===== src/rtl/babbage_arbiter.sv =====
// Two-client round-robin arbiter in front of a single difference-engine
// datapath. Each client may have one request queued; requests are issued
// to the engine one at a time and results are returned with a per-client
// done pulse on the shared out bus.
module babbage_arbiter #(
   parameter int W_IN  = 6,
   parameter int W_OUT = 20
) (
   input  logic             clk,
   input  logic             reset,
   input  logic             start_a,
   input  logic [W_IN-1:0]  in_a,
   input  logic             start_b,
   input  logic [W_IN-1:0]  in_b,
   output logic             busy_a,
   output logic             busy_b,
   output logic             rej_tick_a,
   output logic             rej_tick_b,
   output logic             done_tick_a,
   output logic             done_tick_b,
   output logic [W_OUT-1:0] out,
   output logic             eng_start,
   output logic [W_IN-1:0]  eng_in,
   input  logic             eng_done_tick,
   input  logic [W_OUT-1:0] eng_out
);

   typedef enum logic [1:0] {IDLE, ISSUE, WAIT} state_t;

   // client encoding for prio/owner: 0 = A, 1 = B
   state_t          state, state_nxt;
   logic            pend_a, pend_b;
   logic [W_IN-1:0] op_a, op_b;
   logic            prio;
   logic            owner, owner_nxt;
   logic            complete;
   logic            acc_a, acc_b;

   // a start is only taken when that client has nothing queued or in service
   assign acc_a      = start_a & ~pend_a;
   assign acc_b      = start_b & ~pend_b;
   assign rej_tick_a = start_a & pend_a;
   assign rej_tick_b = start_b & pend_b;
   assign busy_a     = pend_a;
   assign busy_b     = pend_b;

   // owner's operand is shown to the engine only while it is in service
   assign eng_in = (state != IDLE) ? (owner ? op_b : op_a) : '0;

   // next-state, grant decision and engine start strobe
   always_comb begin
      state_nxt = state;
      owner_nxt = owner;
      eng_start = 1'b0;
      complete  = 1'b0;
      case (state)
         IDLE: begin
            if (pend_a || pend_b) begin
               // both pending: rotating priority decides; otherwise the lone one
               owner_nxt = (pend_a && pend_b) ? prio : pend_b;
               state_nxt = ISSUE;
            end
         end
         ISSUE: begin
            eng_start = 1'b1;
            state_nxt = WAIT;
         end
         WAIT: begin
            if (eng_done_tick) begin
               complete  = 1'b1;
               state_nxt = IDLE;
            end
         end
         default: state_nxt = IDLE;
      endcase
   end

   // state, ownership and round-robin priority (priority moves only on completion)
   always_ff @(posedge clk or posedge reset) begin
      if (reset) begin
         state <= IDLE;
         owner <= 1'b0;
         prio  <= 1'b0;
      end else begin
         state <= state_nxt;
         owner <= owner_nxt;
         if (complete) prio <= ~owner;
      end
   end

   // per-client request queue: pending flag plus latched operand
   always_ff @(posedge clk or posedge reset) begin
      if (reset) begin
         pend_a <= 1'b0;
         pend_b <= 1'b0;
         op_a   <= '0;
         op_b   <= '0;
      end else begin
         if (acc_a) begin
            pend_a <= 1'b1;
            op_a   <= in_a;
         end else if (complete && !owner) begin
            pend_a <= 1'b0;
         end
         if (acc_b) begin
            pend_b <= 1'b1;
            op_b   <= in_b;
         end else if (complete && owner) begin
            pend_b <= 1'b0;
         end
      end
   end

   // result capture and registered done pulses
   always_ff @(posedge clk or posedge reset) begin
      if (reset) begin
         out         <= '0;
         done_tick_a <= 1'b0;
         done_tick_b <= 1'b0;
      end else begin
         done_tick_a <= complete & ~owner;
         done_tick_b <= complete & owner;
         if (complete) out <= eng_out;
      end
   end

endmodule


===== config.mk =====
export PLATFORM = sky130hd
export DESIGN_NAME = babbage_arbiter
export DESIGN_NICKNAME = d
export VERILOG_FILES = /design/src/rtl/babbage_arbiter.sv
export SDC_FILE = /design/constraint.sdc
export NUM_CORES = 1
export LEC_CHECK = 0
export ABC_AREA = 0
export CAP_MARGIN = 40
export CORE_UTILIZATION = 38
export DETAILED_ROUTE_END_ITERATION = 16
export GPL_ROUTABILITY_DRIVEN = 0
export PLACE_DENSITY = 0.75
export SYNTH_ARGS = -nofsm -noshare
export SYNTH_HDL_FRONTEND = slang
export SYNTH_SLANG_ARGS = --single-unit
export TNS_END_PERCENT = 50

===== constraint.sdc =====
create_clock -name clk -period 1.4 [get_ports clk]
set_clock_uncertainty 0.15 [all_clocks]
set_input_delay 0.14 -clock clk [delete_from_list [all_inputs] [get_ports clk]]
set_output_delay 0.14 -clock clk [all_outputs]
set_load 0.05 [all_outputs]

==> metrics.yaml <==
grt_pass1_wl_um: 7090
synthDistinctLibCells: 26
nets: 239
cts_root_buffer: "clkbuf_8"
die_x_um: 69.2
tritoncts: "built"
mostFrequentLayoutCells: "dfrtp_1, clkdlybuf4s50_1, buf_12"
drc: 0
synth_edf_count: 0
yosys.area.top_type: "dfrtp_1"
use_met3: 0.0482
syn_avg_cell_area_um2: 15.2
syn-num-nets: 150
finalSetupViolCount: 27
dp.final_hpwl_um: 3160
drtAntennaViolNets: 0
antenna_found_initial: 0
placed_area_mm2: 0.00290
htreeDepth: 2
dr.pass1.iters: 4
track_usage: 0.197
p_total_mw: 8.64
irDropWorstVdd_uv: 1050
period_share: 1.12
drive_gt1_frac: 0.517
start_util: 0.394
place.port_buffers: 69
synthFlopType: "dfrtp_1"
cpPeakStageDelay_ns: 0.41
finalSetupTns_ns: -1.70
synthArstFlopShare: 1.00
cpMaxStageDelayCell: "dfrtp_2"
final_util: 0.701
crit_arrival_ns: 1.28
hold_class: "in -> async"
synthCells: 113
cp_num_buf_inv: 2
ioPinCount: 70
synth_top_area_frac: 0.584
fin_hold_ws_ns: 0.0520
rsz0062_at_grt: "true"
area_delta_synth_final_pct: 78.1
slew_headroom: 0.808
hold_violations: 0
yosysWarnings: 0
num_vias: 1247
drt_iter0_drc: 41
finalWorstSetupSlack_ns: -0.171
syn_area_mm2: 0.00171
status: "finished, violations left"
grt_pass1_vias: 1356
synthTopCellsByArea: "dfrtp_1, mux2_4, mux2_2"
clock_sinks: 40
met2_usage: 0.332
fp.coreArea_mm2: 0.00435
max-cap-violations: 0
vias_per_cell: 4.89
insertion_delay_ns: 0.29
post_drt_wl_per_cell_um: 17.1
seq_area_frac_synth: 0.584
critical_path.top_delay_family: "flip-flops"
max_freq_mhz: 637
n_fill_cell: 283
grt.busiest_layer: "met2"
cts_buffer_depth: 2
wl_um: 4350
start_kind: "flop"
dieHeight_um: 69.2
end_kind: "primary output"
use_met1: 0.225
post-place-ws_ns: -0.199
crit_required_ns: 1.11
synth_seq_cells: 40
worstPathMaxFanout: 5
clk_pin_slew_ns: 0.08
num_antenna_cells: 0
period_needed_ns: 1.57
hold_buffers: 0
criticalPathCategory: "reg -> out"
crit_chain: "buf_6 > mux2i_1 > nor2_2 > buf_12"
violations: "negative setup slack"
place_inst: 242
final_cells: 255
grt_max_degree: 24
overflow: 0
die_area_mm2: 0.00478
worstMarginPinSlew_ns: 0.288
finalInstanceArea_mm2: 0.00305
power_leakage_nw: 1.41
drv_slew: 0
powerDensity_mw_per_mm2: 2830
cts-buffers-inserted: 5
fp-row-count: 24
## Yosys cell counts, types with 2 or more instances
library cell / n
mux2i_1: 6
dfrtp_1: 40
nor2_1: 9
and2_1: 2
buf_2: 3
mux2_2: 14
buf_6: 2
inv_1: 2
nor2b_1: 2
mux2_4: 17
## where the power goes
part | internal, mW | leakage [nW] | switching [mW] | total [mW]
clock | 0.350 | 0.0422 | 0.388 | 0.738
sequential | 1.72 | 0.474 | 0.526 | 2.25
combinational | 2.98 | 0.896 | 2.68 | 5.66
## final timing paths
| kind | from | to | slack (ns) | cells past startpoint |
|---|---|---|---|---|
| max in group asynchronous | reset | busy_a | 0.78 | 3 |
| worst min register to register | op_b[5] | op_b[5] | 0.36 | 1 |
| worst min-delay path | reset | op_b[4] | 0.05 | 3 |
| worst max-delay path | owner | eng_in[1] | -0.17 | 4 |
| worst max register to register | state[0] | owner | -0.06 | 4 |
| min in group clk | in_b[2] | op_b[2] | 0.30 | 2 |
## logic make-up (layout without fill, tap and decap cells)
kind of cell,after synthesis,count (layout),share of synthesized area
flip-flops,40,40,0.584
buffers and inverters,7,97,0.0263
multiplexers,38,38,0.282
AND/OR/NAND/NOR,23,23,0.0876
AO/OA/AOI/OAI,5,5,0.0197
## layer usage
metal | wire, um | part of all wire
met5 | 0 | 0
met4 | 176 | 0.040
met3 | 205 | 0.047
met2 | 2260 | 0.52
met1 | 1710 | 0.39
## worst min-delay path, stage by stage
cell and delay (ns):
clkdlybuf4s50_1 0.39, inv_1 0.08, buf_4 0.25
## sequential cells by signal, summed over array words and instances (netlist names)
name	count
op_a	6
busy_b	1
done_tick_a	1
op_b	6
prio	1
owner	1
done_tick_b	1
out	20
busy_a	1
state	2
## area by class of cell
class                           instances  area (um2)  area share
Inverter                                2        7.51     0.00246
Sequential cell                        40        1010       0.330
Multi-Input combinational cell         66         697       0.228
Timing Repair Buffer                   87        1200       0.392
Clock inverter                          1        5.00     0.00164
Clock buffer                            7        76.3      0.0250
Tap cell                               52        65.1      0.0213
## what timing repair did
action	4_1_cts	5_1_grt
pin swaps	2	3
resized for setup	11	2
buffers inserted	3	2
endpoints found under the setup margin	9	14
Note: power is estimated with default switching activity, not from simulation.
